--- config.mk ---
export PLATFORM = sky130hd
export DESIGN_NAME = product_bcd_converter
export DESIGN_NICKNAME = d
export VERILOG_FILES = /design/src/rtl/product_bcd_converter.sv
export SDC_FILE = /design/constraint.sdc
export NUM_CORES = 1
export LEC_CHECK = 0
export ABC_AREA = 1
export CORE_ASPECT_RATIO = 1.5
export CORE_MARGIN = 1.5
export CORE_UTILIZATION = 55
export DETAILED_ROUTE_END_ITERATION = 16
export PLACE_DENSITY = 0.91
export SYNTH_ARGS = -nofsm -noshare
export SYNTH_HDL_FRONTEND = slang
export SYNTH_SLANG_ARGS = --single-unit
--- constraint.sdc ---
create_clock -name clk -period 2.85 [get_ports clk]
set_clock_uncertainty 0.15 [all_clocks]
set_input_delay 0.57 -clock clk [delete_from_list [all_inputs] [get_ports clk]]
set_output_delay 0.57 -clock clk [all_outputs]
set_load 0.05 [all_outputs]
--- src/rtl/product_bcd_converter.sv ---
// product_bcd_converter
// Converts a signed two's-complement product into sign + packed BCD magnitude
// with a sequential double-dabble, one input bit per clock. The result is held
// on sign/bcd until the next conversion completes, and done pulses for one
// cycle when sign/bcd update.
module product_bcd_converter #(
  parameter int DATA_WIDTH = 16,
  parameter int DIGITS     = 5
) (
  input  logic                    clk,
  input  logic                    rst,
  input  logic                    start,
  input  logic [DATA_WIDTH-1:0]   data_in,
  output logic                    busy,
  output logic                    done,
  output logic                    sign,
  output logic [4*DIGITS-1:0]     bcd
);

  localparam int CNT_W = (DATA_WIDTH > 1) ? $clog2(DATA_WIDTH) : 1;
  localparam logic [CNT_W-1:0] LAST_CNT = CNT_W'(DATA_WIDTH - 1);

  typedef enum logic [1:0] {
    IDLE = 2'd0,
    CONV = 2'd1,
    DONE = 2'd2
  } state_t;

  state_t                  state;
  logic [CNT_W-1:0]        cnt;
  logic [DATA_WIDTH-1:0]   mag;
  logic [4*DIGITS-1:0]     scratch;
  logic                    sign_r;

  logic [DATA_WIDTH-1:0]   abs_in;
  logic [4*DIGITS-1:0]     adjusted;
  logic [4*DIGITS-1:0]     shifted;

  // Magnitude of the input; the most-negative value maps to 2**(DATA_WIDTH-1)
  // because the result is read as unsigned.
  assign abs_in = data_in[DATA_WIDTH-1] ? -data_in : data_in;

  // Add 3 to every scratch digit that is 5 or more before the next shift.
  always_comb begin
    // NOTE: assign a full default before the loop so no path leaves adjusted
    // unassigned; a partially assigned combinational output infers a latch.
    adjusted = scratch;
    for (int i = 0; i < DIGITS; i++) begin
      if (scratch[4*i +: 4] >= 4'd5) begin
        adjusted[4*i +: 4] = scratch[4*i +: 4] + 4'd3;
      end
    end
  end

  // Shift the adjusted digits left, pulling the magnitude MSB into digit 0.
  assign shifted = {adjusted[4*DIGITS-2:0], mag[DATA_WIDTH-1]};

  // Conversion sequencer: accept in IDLE/DONE, shift DATA_WIDTH times in CONV,
  // publish the result on the last shift.
  always_ff @(posedge clk) begin
    // NOTE: every register here uses <= so all of them update from the values
    // present before the edge; mixing in = would make order inside the block matter.
    if (rst) begin
      // NOTE: the datapath registers are cleared along with the control state
      // so the block comes out of reset fully defined, not just the outputs.
      state   <= IDLE;
      cnt     <= '0;
      mag     <= '0;
      scratch <= '0;
      sign_r  <= 1'b0;
      sign    <= 1'b0;
      bcd     <= '0;
    end else begin
      case (state)
        IDLE, DONE: begin
          if (start) begin
            sign_r  <= data_in[DATA_WIDTH-1];
            mag     <= abs_in;
            scratch <= '0;
            cnt     <= '0;
            state   <= CONV;
          end else begin
            state   <= IDLE;
          end
        end
        CONV: begin
          scratch <= shifted;
          mag     <= mag << 1;
          cnt     <= cnt + 1'b1;
          if (cnt == LAST_CNT) begin
            bcd   <= shifted;
            sign  <= sign_r;
            state <= DONE;
          end
        end
        default: state <= IDLE;
      endcase
    end
  end

  assign busy = (state == CONV);
  assign done = (state == DONE);

endmodule

==> impl_metrics.json <==
{
  "design_area_um2": 3950,
  "drtPass1Iterations": 5,
  "path_cells": "inv_1 > nor2_1 > clkdlybuf4s50_1",
  "routed_wl_um": 7740,
  "worst-path-buf-inv": 2,
  "yosysMostFrequentCell": "nand2_1",
  "max_slew_margin_pct": 66.5,
  "tightest_slew_ns": 0.501,
  "worst-setup-path-type": "flip-flop to output pin",
  "syn-instance-count": 477,
  "via_count": 3195,
  "viasPerCell": 5.41,
  "postRouteAntennaNets": 0,
  "antenna_found_initial": 0,
  "p_per_area_nw_per_um2": 506,
  "fin_crit_sh_pct": 85.8,
  "ctsResizeCount": 0,
  "tns_ns": 0,
  "ctsHoldBuffers": 0,
  "die_x_um": 66.3,
  "num_antenna_cells": 0,
  "cts_sinks": 64,
  "clk_pin_slew_worst_paths_ns": 0.06,
  "crit_family": "buffers and inverters",
  "initial_core_util_pct": 57.1,
  "rsz0062_at_grt": "no",
  "io_buffers": 41,
  "ys_seq_area_share_pct": 38.8,
  "cts_buffer_depth": 2,
  "fmax_mhz": 409,
  "maxCapViolations": 0,
  "area_delta_synth_final_pct": 19.8,
  "drt_iter0_markers": 314,
  "endpoint_kind": "output pin",
  "wl_per_cell_um": 13.1,
  "grt_pass1_wl_um": 13200,
  "placed_cell_area_um2": 3730,
  "synth_common_cells": "96 x nand2_1, 69 x inv_1, 64 x dfxtp_1",
  "avgSynthCellArea_um2": 6.92,
  "nets": 546,
  "insertion_delay_ns": 0.35,
  "cts_root_buffer": "clkbuf_8",
  "cts_max_level": 3,
  "ioPinCount": 42,
  "cpPeakStageDelay_ns": 0.80,
  "drive_gt1_share_pct": 5.97,
  "startpoint_type": "flip-flop",
  "status": "finished clean",
  "grt_pass1_vias": 3156,
  "critPathMaxFanout": 2,
  "cts_tree": "done",
  "cp.arrival_ns": 1.73,
  "die_h_um": 97.9,
  "ir_drop_mv": 0.275,
  "drc_errors": 0,
  "hold_viol": 0,
  "synth.cell_area_um2": 3300,
  "fp.dieArea_um2": 6480,
  "cts_buffers": 9,
  "power_leakage_uw": 0.00162,
  "cp.required_ns": 2.13,
  "gr-usage-all-layers_pct": 26.0,
  "grt_max_degree": 43,
  "synth-edff-count": 0,
  "synth_top_area_share_pct": 38.8,
  "ys_ff_latch": 64,
  "synth_ff_type": "dfxtp_1",
  "grt.overflow.total": 0,
  "yosys-top-cells-area": "dfxtp_1 39%, nand2_1 11%, nand3_1 9.4%",
  "coreArea_um2": 5790,
  "n_fill_cell": 493,
  "hold_class": "flip-flop to flip-flop",
  "gp_congestion": 0.897,
  "finalMaxSlewViolations": 0,
  "ys_warn_count": 0,
  "setup_viol": 0,
  "fin_crit_ns": 2.45,
  "synth_area_leader_cell": "dfxtp_1",
  "row_count": 34,
  "synth_nets": 508,
  "synthArstFlopShare_pct": 0,
  "post_cts_buffers": 0,
  "hpwl_um": 5460,
  "ys_types": 31,
  "slowest_stage": "clkdlybuf4s50_1"
}
path summary, 6_finish.rpt:
| check | from | endpoint | slack, ns | cells after the start |
|---|---|---|---|---|
| min | bcd[13]$_SDFFE_PP0P_ | bcd[13]$_SDFFE_PP0P_ | 0.31 | 2 |
| min reg2reg | bcd[13]$_SDFFE_PP0P_ | bcd[13]$_SDFFE_PP0P_ | 0.31 | 2 |
| max | state[1]$_SDFFE_PP0P_ | done | 0.40 | 3 |
| max reg2reg | state[0]$_SDFFE_PP0P_ | scratch[8]$_SDFFE_PP0P_ | 0.79 | 9 |
layout by cell type, fill, tap and decap left out, drive strengths merged, types with 2 or more instances in the layout:
master,n
a21oi,36
a31oi,5
buf,5
bufinv,2
clkbuf,12
clkdlybuf4s50,41
clkinv,2
dfxtp,64
ha,12
inv,74
nand2,98
nand3,62
nor2,36
o21ai,41
o22ai,11
or2,2
xnor2,2
xor2,9
state kept, by name, summed over array words and instances, names as in the netlist:
signal   cells
bcd         20
scratch     20
mag         16
cnt          4
state        2
sign         1
sign_r       1
final cells by class:
class	instances	area [µm²]	area share, %
clock buffer	12	155	3.92
clock inverter	3	65.1	1.65
inverter	75	288	7.28
multi-input combinational	319	1630	41.1
sequential	64	1280	32.4
tap	72	90.1	2.28
timing repair buffer	46	448	11.3
per-stage QoR:
step           instances  setup WS, ns  total power, µW  hold slack (ns)  util, %
6_report             591         0.403             2000            0.314     68.3
5_1_grt              591         0.325             2070            0.343     68.3
4_1_cts              591         0.378             2000            0.315     68.3
3_5_place_dp         576         0.527             1150            0.307     64.5
3_3_place_gp         576         0.576             1140            0.302     64.5
2_1_floorplan        477          1.02             1090            0.287        -
where the power goes:
| group | total, µW | internal (µW) | switching, µW |
|---|---|---|---|
| combinational | 206 | 74.3 | 132 |
| clock | 866 | 534 | 332 |
| sequential | 928 | 917 | 10.9 |
routing by layer:
layer | track usage [%] | up-vias | wire length [µm]
li1 | - | 1622 | -
met1 | 27.7 | 1461 | 3130
met2 | 46.5 | 90 | 4070
met3 | 4.61 | 22 | 294
met4 | 14.1 | 0 | 242
met5 | 0 | - | 0
logic make-up after synthesis:
group	share of synthesized area [%]
compound gates	15.4
xor+xnor	2.92
fa+ha+maj	4.55
buf+inv	11.9
flops	38.8
simple gates	26.4
tightest hold or removal path: cells and delay by family, from the launching register on:
kind | cells | cell delay (ns)
AND/OR/NAND/NOR | 1 | 0.06
AO/OA/AOI/OAI | 1 | 0.05
flip-flops | 1 | 0.31
No activity file was read; power rests on OpenSTA's default activity.
